===== config.mk =====
export PLATFORM = sky130hd
export DESIGN_NAME = uart_rx_fsm
export DESIGN_NICKNAME = d
export VERILOG_FILES = /design/src/rtl/uart_rx_pkg.sv /design/src/rtl/uart_rx_fsm.sv
export SDC_FILE = /design/constraint.sdc
export NUM_CORES = 1
export LEC_CHECK = 0
export BUFFER_PORTS_ARGS = -buffer_cell sky130_fd_sc_hd__buf_2
export CAP_MARGIN = 10
export CORE_MARGIN = 8
export CORE_UTILIZATION = 44
export CTS_CLUSTER_SIZE = 8
export DETAILED_ROUTE_END_ITERATION = 12
export PLACE_DENSITY = 0.79
export SLEW_MARGIN = 10
export SYNTH_ARGS = -nofsm -noshare
export SYNTH_HDL_FRONTEND = slang
export SYNTH_SLANG_ARGS = --single-unit

===== constraint.sdc =====
create_clock -name CLK -period 2.4 [get_ports CLK]
set_input_delay 0 -clock CLK [delete_from_list [all_inputs] [get_ports CLK]]
set_output_delay 0 -clock CLK [all_outputs]
set_load 0.02 [all_outputs]

===== src/rtl/uart_rx_pkg.sv =====
// uart_rx_pkg: shared definitions for the UART receive path.
//   - 3-bit receive FSM state encoding
//   - frame geometry constants (data bits, index of the last data bit)
package uart_rx_pkg;

  localparam logic [2:0] ST_IDLE   = 3'd0;
  localparam logic [2:0] ST_START  = 3'd1;
  localparam logic [2:0] ST_DATA   = 3'd2;
  localparam logic [2:0] ST_PARITY = 3'd3;
  localparam logic [2:0] ST_STOP   = 3'd4;

  localparam int         DATA_BITS = 8;
  localparam logic [2:0] LAST_BIT  = 3'd7;

  typedef enum logic [2:0] {
    IDLE   = ST_IDLE,
    START  = ST_START,
    DATA   = ST_DATA,
    PARITY = ST_PARITY,
    STOP   = ST_STOP
  } rx_state_t;

endpackage


===== src/rtl/uart_rx_fsm.sv =====
// uart_rx_fsm: receive-side controller for the UART RX path.
// Sequences the edge/bit counter, data sampler, deserializer and parity
// checker through start, data, optional parity and stop phases. Rejects
// start glitches, checks the stop bit and reports each completed byte.
//
// Ports
//   CLK, RST         oversampling clock, async active-low reset
//   RX_IN            synchronized serial line (idle high)
//   PAR_EN           parity bit present in the frame
//   prescaler        oversampling ratio (8/16/32), static while busy
//   Edge_Counter     edge index within the current bit
//   Bit_Counter      data bit index
//   Done             last edge of the current bit
//   sampled_bit      majority-voted line value
//   par_err_in       parity checker result
//   Edge_EN_CNT      edge counter enable
//   Bit_EN_CNT       bit counter enable (0 clears the bit counter)
//   dat_samp_en      data sampler enable
//   deser_en         one-cycle deserializer shift strobe
//   par_chk_en       one-cycle parity checker strobe
//   data_valid       one-cycle pulse, byte accepted without error
//   par_err/stp_err  error flags of the last completed frame
//   busy             FSM not idle
module uart_rx_fsm
  import uart_rx_pkg::*;
(
  input  logic       CLK,
  input  logic       RST,
  input  logic       RX_IN,
  input  logic       PAR_EN,
  input  logic [5:0] prescaler,
  input  logic [4:0] Edge_Counter,
  input  logic [2:0] Bit_Counter,
  input  logic       Done,
  input  logic       sampled_bit,
  input  logic       par_err_in,
  output logic       Edge_EN_CNT,
  output logic       Bit_EN_CNT,
  output logic       dat_samp_en,
  output logic       deser_en,
  output logic       par_chk_en,
  output logic       data_valid,
  output logic       par_err,
  output logic       stp_err,
  output logic       busy
);

  rx_state_t  state;
  logic       glitch;
  logic       pe;
  logic       se;

  // Check edge sits just past mid-bit: 5, 9 or 17 for prescaler 8, 16, 32.
  logic [5:0] chk;
  logic [5:0] edge_z;
  logic       at_chk;
  logic       at_chk1;
  logic       pe_eff;

  assign chk     = {1'b0, prescaler[5:1]} + 6'd1;
  assign edge_z  = {1'b0, Edge_Counter};
  assign at_chk  = (edge_z == chk);
  // Parity checker result is ready one edge after its strobe.
  assign at_chk1 = (edge_z == (chk + 6'd1));
  assign pe_eff  = PAR_EN & pe;

  assign busy = (state != IDLE);

  // Enables are decoded combinationally so the counters react in the same
  // cycle the state changes.
  always_comb begin
    Edge_EN_CNT = 1'b0;
    Bit_EN_CNT  = 1'b0;
    dat_samp_en = 1'b0;
    deser_en    = 1'b0;
    par_chk_en  = 1'b0;
    case (state)
      START: begin
        Edge_EN_CNT = 1'b1;
        dat_samp_en = 1'b1;
      end
      DATA: begin
        Edge_EN_CNT = 1'b1;
        Bit_EN_CNT  = 1'b1;
        dat_samp_en = 1'b1;
        deser_en    = at_chk;
      end
      PARITY: begin
        Edge_EN_CNT = 1'b1;
        dat_samp_en = 1'b1;
        par_chk_en  = at_chk;
      end
      STOP: begin
        Edge_EN_CNT = 1'b1;
        dat_samp_en = 1'b1;
      end
      default: ;
    endcase
  end

  always_ff @(posedge CLK or negedge RST) begin
    if (!RST) begin
      state      <= IDLE;
      glitch     <= 1'b0;
      pe         <= 1'b0;
      se         <= 1'b0;
      data_valid <= 1'b0;
      par_err    <= 1'b0;
      stp_err    <= 1'b0;
    end else begin
      data_valid <= 1'b0;
      case (state)
        IDLE: begin
          if (!RX_IN) begin
            state <= START;
            pe    <= 1'b0;
            se    <= 1'b0;
          end
        end
        START: begin
          if (at_chk) glitch <= sampled_bit;
          // A false start is only dropped at the end of the bit so the
          // counter wraps back to 0 before IDLE.
          if (Done) state <= glitch ? IDLE : DATA;
        end
        DATA: begin
          if (Done && (Bit_Counter == LAST_BIT))
            state <= PAR_EN ? PARITY : STOP;
        end
        PARITY: begin
          if (at_chk1) pe <= par_err_in;
          if (Done) state <= STOP;
        end
        STOP: begin
          if (at_chk) se <= ~sampled_bit;
          if (Done) begin
            state      <= IDLE;
            par_err    <= pe_eff;
            stp_err    <= se;
            data_valid <= ~(pe_eff | se);
          end
        end
        default: state <= IDLE;
      endcase
    end
  end

endmodule


==> impl_metrics.py, run 1 <==
metrics = {
    "synth": {
        "syn_nets": 114,
        "synth_area_leaders": "dfrtp_1 (29%), xnor2_1 (7.8%), ha_1 (4.8%)",
        "synthDistinctLibCells": 39,
        "synth_most_common_cell": "dfrtp_1",
        "synth-async-reset-ratio_pct": 100.0,
        "syn-cell-area_sq_um": 783.3,
        "yosysSeqAreaShare_pct": 28.75,
        "synth_top_cell_area_share_pct": 28.75,
        "synth_common_cells": "dfrtp_1 (9), nand2_1 (7), xnor2_1 (7)",
        "yosysTopAreaCell": "dfrtp_1",
        "syn_avg_cell_area_sq_um": 8.703,
        "ys_ff_latch": 9,
        "ys_warn_count": 0,
        "synth-edff-count": 0,
        "ys.flop_type": "dfrtp_1",
        "postSynthCellCount": 90,
    },
    "global_route": {
        "grt_pass1_wl_um": 3291,
        "grt-ovfl-total": 0,
        "grt_use_total_pct": 12.31,
        "grt_max_degree": 14,
        "antenna_found_initial": 0,
        "grt_pass1_vias": 747,
    },
    "timing": {
        "max_freq_mhz": 596.7,
        "fin_crit_sh_pct": 69.83,
        "finalSetupViolations": 0,
        "worstMarginPinSlew_ns": 0.3620,
        "slew_headroom_pct": 75.72,
        "drv_slew": 0,
        "grt_setup_unrepaired": "false",
        "fin_skew_ns": 0.004468,
        "fin_tns_setup_ns": 0,
        "hold_viol_final": 0,
        "min_period_ns": 1.676,
    },
    "clock_tree": {
        "root_buffer": "clkbuf_4",
        "clk_pin_slew_worst_paths_ns": 0.06,
        "h-tree-depth": 1,
        "cts_buffers": 3,
        "clk_latency_ns": 0.26,
        "clk_path_buf_depth": 2,
        "cts_tree": "built",
        "clock_sinks": 9,
    },
    "setup_path": {
        "cpMostUsedCell": "buf_2",
        "path_buf_inv": 2,
        "path_class": "in2out",
        "crit_fanout": 9,
        "crit_chain": "buf_2 -> ha_1 -> xnor2_2 -> xnor2_1 -> a211o_1 -> or2_1 -> nor3_1 -> buf_2",
        "slowest_stage": "xnor2_2",
        "required_ns": 2.40,
        "cp-end-kind": "output pin",
        "crit_path_start_kind": "primary input",
        "critPathArrivalTime_ns": 1.68,
        "critical-path-top-delay-family": "XOR/XNOR gates",
        "critical_path.max_stage_delay_ns": 0.30,
    },
    "placement": {
        "portBuffers": 28,
        "dpl.cell_count": 137,
        "dpl.hpwl_um": 1589,
        "place.gp.congestion": 0.8226,
    },
    "route": {
        "drc_errors": 0,
        "firstDrtPassIters": 4,
        "vias_per_cell": 5.228,
        "ant_nets": 0,
        "vias": 758,
        "wirelength_um": 1984,
        "first_iter_violations": 17,
        "wl_per_cell_um": 13.68,
    },
    "run": {
        "max-cap-violations": 0,
    },
    "run_status": {
        "status": "complete, no violations",
    },
    "floorplanning": {
        "coreArea_sq_um": 1708,
        "num_rows": 15,
        "die_x_um": 58.19,
        "io-pin-count": 30,
        "die_h_um": 58.19,
        "initial_core_util_pct": 45.86,
        "die_area_sq_um": 3386,
    },
    "pwr": {
        "peakVddDrop_mv": 0.3984,
        "cellPowerDensity_nw_per_um2": 754.9,
        "cellLeakagePower_nw": 0.4477,
    },
    "cells_and_area": {
        "multiInputGateArea_sq_um": 515.5,
        "n_antenna_cell": 0,
        "instances_no_fill": 145,
        "fillers": 161,
        "syn_to_final_growth_pct": 26.36,
        "finish.net_count": 145,
        "drive_gt1_share_pct": 29.17,
        "regArea_sq_um": 225.2,
    },
    "worst_hold_path": {
        "hp-class": "in2reg",
    },
}
worst reg2reg max path, cell delays in order (launching register included):
cell and delay [ns]:
dfrtp_1 0.51, or3b_2 0.51, nor3_1 0.16, mux2_1 0.33
path summary, 6_finish.rpt:
kind | end | cells after the start | from | slack, ns
hold reg to reg | state[1] | 1 | glitch | 0.47
hold / removal | par_err | 3 | PAR_EN | 0.04
min in group asynchronous | state[2] | 2 | RST | 0.13
setup reg to reg | glitch | 3 | state[2] | 0.77
setup / recovery | deser_en | 8 | prescaler[1] | 0.72
max in group asynchronous | stp_err | 2 | RST | 2.07
final cells by class:
type	count	area share (%)
repair buffers	32	18.20
inverters	3	1.138
clock buffers	4	2.655
well taps	25	3.161
multi-input cells	72	52.09
flip-flops and latches	9	22.76
per-stage QoR:
| stage | hold WS [ns] | instance area [sq um] | total power [mW] | util, % | setup slack, ns |
|---|---|---|---|---|---|
| after floorplan | -0.2956 | 783.3 | 0.5418 | - | 0.6939 |
| after global placement | -0.1372 | 923.4 | 0.6216 | 54.07 | 0.5660 |
| after detailed placement | -0.1315 | 923.4 | 0.6325 | 54.07 | 0.5428 |
| after CTS | 0.03059 | 989.7 | 0.7556 | 57.95 | 0.7248 |
| after global routing | 0.03994 | 989.7 | 0.8043 | 57.95 | 0.6140 |
| final | 0.04013 | 989.7 | 0.7471 | 57.95 | 0.7240 |
cells by family (layout without fill, tap and decap cells):
family / Yosys count / count (layout) / share of synthesized area (%)
compound gates: 17 / 17 / 16.14
xor+xnor: 11 / 11 / 13.26
fa+ha+maj: 3 / 3 / 4.793
buf+inv: 9 / 39 / 5.430
flops: 9 / 9 / 28.75
mux: 3 / 3 / 4.153
simple gates: 38 / 38 / 27.48
state kept, by name (all words and copies together), names as in the netlist:
signal	cells
data_valid	1
glitch	1
par_err	1
pe	1
se	1
state	3
stp_err	1
what timing repair did:
item                                   in CTS  in global routing
hold buffers                                4                  0
endpoints found under the hold margin      13                  0
setup buffers                               0                  0
resized for setup                           0                  0
per-layer routing:
metal / vias up / track usage [%] / wire length [um]
met4: 0 / 3.846 / 0
met1: 351 / 14.90 / 918
met2: 19 / 19.11 / 966
li1: 388 / - / -
met5: - / 0 / 0
met3: 0 / 5.298 / 98
report_power, final:
part | switching (mW) | internal [mW]
Combinational | 0.220 | 0.161
Clock | 0.0506 | 0.0639
Sequential | 0.0665 | 0.186
Total | 0.337 | 0.410
cells in the final DEF, fill, tap and decap left out, types with 2 or more instances in the layout:
cell type       n
buf_2          28
dfrtp_1         9
xnor2_1         7
nand2_1         7
nor2_1          5
nand3b_1        4
nor3_1          4
dlygate4sd3_1   4
nand2b_1        3
inv_1           3
nand3_1         3
xor2_1          3
nand4_1         3
a211oi_1        3
o21ai_0         3
ha_1            3
clkbuf_4        3
nor2b_1         2
o32ai_1         2
No activity file was read; power rests on OpenSTA's default activity.
==> run 2: changes to the inputs <==
CORE_UTILIZATION = 43   (was 44)
PLACE_DENSITY = 0.8   (was 0.79)
clock period = 1.4 ns   (was 2.4 ns; I/O delays follow)
==> run 2 against run 1 <==
Effect of this change: the run now ends with setup timing left; count of clock-buffer cells in the layout unchanged; largest cell class unchanged; largest power group unchanged; via count grew 21%; sequential power is 45% higher; critical endpoint is now pe; combinational power grew to 3.4 times the previous value; clock skew is 0.0081 ns higher.
==> impl_metrics.py, run 2 (synthesis gave the netlist of run 1 again) <==
metrics = {
    "timing": {
        "final.setup.worst_slack_ns": -0.02051,
        "max_freq_mhz": 704.0,
        "slew_headroom_pct": 79.26,
        "drv_slew": 0,
        "fin_skew_ns": 0.01254,
        "min_period_ns": 1.421,
        "timing.hold.ws_ns": 0.02029,
        "worstMarginPinSlew_ns": 0.3092,
        "hold_viol_final": 0,
        "fin_crit_sh_pct": 101.5,
        "fin_tns_setup_ns": -0.05519,
        "finalSetupViolations": 3,
        "grt_setup_unrepaired": "true",
    },
    "placement": {
        "place_ws_ns": -0.2509,
        "place.gp.congestion": 0.8033,
        "portBuffers": 28,
        "dpl.hpwl_um": 1791,
    },
    "cells_and_area": {
        "layout_common_cells": "buf_2 (23), buf_4 (20), dfrtp_1 (9), nand2_1 (7), xnor2_1 (5)",
        "regArea_sq_um": 225.2,
        "mostFrequentLayoutCell": "buf_2",
        "multiInputGateArea_sq_um": 640.6,
        "n_antenna_cell": 0,
        "drive_gt1_share_pct": 50.71,
        "fillers": 121,
        "syn_to_final_growth_pct": 66.93,
        "top_register": "state",
        "finish.net_count": 165,
        "utilization_pct": 75.72,
        "largest_reg_flops": 3,
    },
    "global_route": {
        "grt_max_degree": 10,
        "grt-ovfl-total": 0,
        "grt_pass1_wl_um": 4091,
        "grt_use_total_pct": 14.94,
        "grt_pass1_vias": 896,
        "antenna_found_initial": 0,
    },
    "route": {
        "vias_per_cell": 5.552,
        "wirelength_um": 2628,
        "ant_nets": 0,
        "firstDrtPassIters": 5,
        "vias": 916,
        "wl_per_cell_um": 15.93,
        "first_iter_violations": 31,
        "drc_errors": 0,
    },
    "pwr": {
        "cellPowerDensity_nw_per_um2": 1418,
        "cellLeakagePower_nw": 0.5799,
        "finalPower_mw": 1.854,
        "peakVddDrop_mv": 1.246,
    },
    "run": {
        "max-cap-violations": 0,
    },
    "setup_path": {
        "cp-end-kind": "flop",
        "critPathArrivalTime_ns": 1.55,
        "path_buf_inv": 2,
        "required_ns": 1.53,
        "critical-path-top-delay-family": "flip-flops",
        "crit_fanout": 7,
        "slowest_stage": "dfrtp_1",
        "crit_chain": "buf_6 -> buf_12 -> or3_1 -> o21ai_0 -> mux2i_1",
        "path_class": "reg2reg",
        "crit_path_start_kind": "flop",
        "critical_path.max_stage_delay_ns": 0.39,
    },
    "floorplanning": {
        "die_area_sq_um": 3443,
        "initial_core_util_pct": 45.36,
        "num_rows": 15,
        "die_x_um": 58.68,
        "coreArea_sq_um": 1727,
        "io-pin-count": 30,
        "die_h_um": 58.68,
    },
    "clock_tree": {
        "clk_pin_slew_worst_paths_ns": 0.07,
        "cts_buffers": 3,
        "root_buffer": "clkbuf_4",
        "clk_path_buf_depth": 2,
        "cts_tree": "built",
        "h-tree-depth": 1,
        "clock_sinks": 9,
        "clk_latency_ns": 0.27,
    },
    "run_status": {
        "violations": "setup timing",
        "status": "finished with violations",
    },
    "worst_hold_path": {
        "hp-class": "in2reg",
    },
}
run 2: cell types whose count changed in the layout (fill, tap and decap cells not counted), sizes merged:
cell	delta
buf	+20
run 2: worst register-to-register path, stage by stage, from the launching register on:
cell and delay [ns]:
dfrtp_1 0.39, buf_6 0.13, buf_12 0.12, or3_1 0.34, o21ai_0 0.21, mux2i_1 0.10
run 2: per-stage QoR:
step	std cells	instance area, sq um
final	165	1308
after global routing	165	1308
after CTS	164	1237
after detailed placement	152	1082
after global placement	152	1082
after floorplan	90	845.8
run 2: routing by layer:
| layer | vias to the layer above | global-route usage (%) | wire length, um |
|---|---|---|---|
| li1 | 425 | - | - |
| met1 | 435 | 18.58 | 1067 |
| met2 | 50 | 24.72 | 1268 |
| met3 | 6 | 4.348 | 247 |
| met4 | 0 | 3.413 | 45 |
| met5 | - | 0 | 0 |
run 2: area by class of cell:
cell class                 instances  share of cell area, %
inverter                           3                  1.053
clock buffer                       4                  2.010
tap                               25                  2.392
multi-input combinational         72                  49.00
sequential                         9                  17.22
timing repair buffer              52                  28.33
run 2: worst paths after layout:
check                           slack [ns]  endpoint  depth (start not counted)  startpoint
worst max-delay path                 -0.02        pe                          5    state[2]
worst max register to register       -0.02        pe                          5    state[2]
min in group asynchronous             0.10    glitch                          2         RST
worst min-delay path                  0.02   par_err                          3      PAR_EN
worst min register to register        0.49   par_err                          2     par_err
max in group asynchronous             1.11        pe                          2         RST
run 2: where the power goes:
group	switching, mW	total, mW	internal [mW]
registers	0.0458	0.365	0.319
clock network	0.0911	0.201	0.110
logic	0.651	1.29	0.637
run 2: timing repair:
item	CTS	global route
setup buffers	4	1
pin swaps	4	5
endpoints found under the hold margin	13	0
resized for setup	9	17
hold buffers	4	0
setup endpoints to repair	7	9
==> run 3: changes to the inputs <==
CORE_MARGIN = 10   (was 8)
PLACE_DENSITY = not set   (was 0.8)
PLACE_DENSITY_LB_ADDON = 0.1   (was not set)
==> run 3 against run 2 <==
Effect of this change: the flow still finishes with violations (setup timing); setup slack worse by 0.022 ns; design area is 0.48% lower; count of clock-buffer cells in the layout stayed put; sequential share of layout area is 0.083 points higher; cell count is 1.8% higher; first-iteration DRC count is 42% lower; non-clock buffer count is 3 higher; critical endpoint is now par_chk_en; critical path depth is 4 higher; sequential power is 1% lower; power is 8.0% lower; utilization is 0.36 points lower; largest cell class unchanged.
==> impl_metrics.py, run 3 (synthesis gave the netlist of run 1 again) <==
metrics = {
    "global_route": {
        "antenna_found_initial": 0,
        "grt_max_degree": 13,
        "grt_pass1_wl_um": 4022,
        "grt_pass1_vias": 901,
        "grt-ovfl-total": 0,
        "grt_use_total_pct": 12.12,
    },
    "timing": {
        "fin_tns_setup_ns": -0.1267,
        "drv_slew": 0,
        "max_freq_mhz": 693.5,
        "worstMarginPinSlew_ns": 0.2830,
        "grt_setup_unrepaired": "true",
        "final.setup.worst_slack_ns": -0.04204,
        "slew_headroom_pct": 81.10,
        "min_period_ns": 1.442,
        "hold_viol_final": 0,
        "fin_skew_ns": 0.01354,
        "finalSetupViolations": 5,
        "fin_crit_sh_pct": 103.0,
    },
    "pwr": {
        "peakVddDrop_mv": 0.7805,
        "switching_share_pct": 42.84,
        "internal-power_uw": 975.0,
        "cellPowerDensity_nw_per_um2": 1311,
        "cellLeakagePower_nw": 0.5888,
        "switching_power_uw": 730.7,
        "clockPowerShare_pct": 12.0,
        "seqPwrFrac_pct": 21.1,
        "power_frac_comb_pct": 66.8,
    },
    "cells_and_area": {
        "n_antenna_cell": 0,
        "top_register": "state",
        "drive_gt1_share_pct": 49.65,
        "utilization_pct": 75.36,
        "finish.net_count": 168,
        "syn_to_final_growth_pct": 66.13,
        "mostFrequentLayoutCell": "buf_4",
        "largest_reg_flops": 3,
        "layout_common_cells": "buf_4 (24), buf_2 (22), dfrtp_1 (9), nand2_1 (7), xnor2_1 (6)",
    },
    "setup_path": {
        "rrSetupSlack_ns": -0.04,
        "critical_path.max_stage_delay_ns": 0.25,
        "required_ns": 1.40,
        "critPathArrivalTime_ns": 1.44,
        "cpMostUsedCell": "buf_4",
        "cp_num_cells": 9,
        "reg2regPathDepth": 5,
        "r2r_start": "state[2]",
        "crit_fanout": 3,
        "critPathLaunch": "prescaler[1]",
        "path_class": "in2out",
        "crit_path_start_kind": "primary input",
        "critical-path-top-delay-family": "buffers and inverters",
        "crit_chain": "buf_4 -> ha_4 -> xnor2_4 -> xnor2_2 -> a211o_1 -> or2_4 -> buf_4 -> nor2_2 -> buf_6",
        "slowest_stage": "a211o_1",
        "cp-end-kind": "output pin",
        "path_buf_inv": 3,
    },
    "floorplanning": {
        "die_x_um": 62.68,
        "io-pin-count": 30,
        "initial_core_util_pct": 45.36,
        "num_rows": 15,
        "coreArea_sq_um": 1727,
        "die_h_um": 62.68,
        "die_area_sq_um": 3929,
    },
    "worst_hold_path": {
        "min_path_cells": 3,
        "hp-class": "in2reg",
        "hold_path.startpoint": "PAR_EN",
    },
    "placement": {
        "dpl.hpwl_um": 1971,
        "place.gp.congestion": 0.8051,
        "place_ws_ns": -0.2995,
        "portBuffers": 28,
    },
    "run_status": {
        "violations": "setup timing",
        "status": "finished with violations",
    },
    "route": {
        "drc_errors": 0,
        "firstDrtPassIters": 4,
        "vias_per_cell": 5.280,
        "first_iter_violations": 18,
        "ant_nets": 0,
        "vias": 887,
        "wirelength_um": 2525,
        "wl_per_cell_um": 15.03,
    },
    "clock_tree": {
        "cts_tree": "built",
        "clock_sinks": 9,
        "clk_latency_ns": 0.26,
        "clk_pin_slew_worst_paths_ns": 0.06,
        "clk_path_buf_depth": 2,
        "h-tree-depth": 1,
        "root_buffer": "clkbuf_4",
        "cts_buffers": 3,
    },
    "run": {
        "max-cap-violations": 0,
    },
}
## run 3: path summary, 6_finish.rpt
| kind | end |
|---|---|
| min in group asynchronous | state[0] |
| worst max register to register | pe |
| max in group asynchronous | stp_err |
| worst min-delay path | par_err |
| worst max-delay path | par_chk_en |
| worst min register to register | state[1] |
## run 3: stage by stage
step | area, sq um | hold WS (ns) | total power [mW] | cells
6_report | 1301 | 0.03486 | 1.706 | 168
5_1_grt | 1301 | 0.02522 | 1.822 | 168
4_1_cts | 1216 | 0.02135 | 1.597 | 162
3_5_place_dp | 1097 | -0.1359 | 1.267 | 154
3_3_place_gp | 1097 | -0.1366 | 1.248 | 154
2_1_floorplan | 845.8 | -0.2956 | 0.9827 | 90
## run 3: tightest hold or removal path, stage by stage
cell and delay (ns):
buf_2 0.12, nand2_1 0.07, o21ai_1 0.06
## run 3: repair_timing
| action | CTS | global route |
|---|---|---|
| hold buffers | 4 | 0 |
| gates resized for setup | 14 | 10 |
| pin swaps | 7 | 6 |
| setup endpoints to repair | 9 | 8 |
| setup buffers | 0 | 6 |
| hold endpoints to repair | 13 | 0 |
## run 3: cell type report
class,count,area [sq um]
Multi-Input combinational cell,72,618.1
Fill cell,143,425.4
Timing Repair Buffer,55,386.6
Tap cell,25,31.28
Sequential cell,9,225.2
Clock buffer,4,26.28
Inverter,3,13.76
## run 3: layer usage
layer	vias to the layer above	GRT usage [%]	part of all wire (%)
met5	-	0	0
met4	0	1.676	0.99
met3	4	4.839	6.3
met2	31	20.51	46
met1	419	14.29	46
li1	433	-	-
## run 3: power groups by stage
stage               Sequential, mW  Clock, mW  Combinational [mW]
finish                       0.360      0.205                1.14
global route                 0.368      0.233                1.22
CTS                          0.361      0.211                1.02
global placement             0.353          0               0.895
floorplan                    0.354          0               0.629
detailed placement           0.359          0               0.908
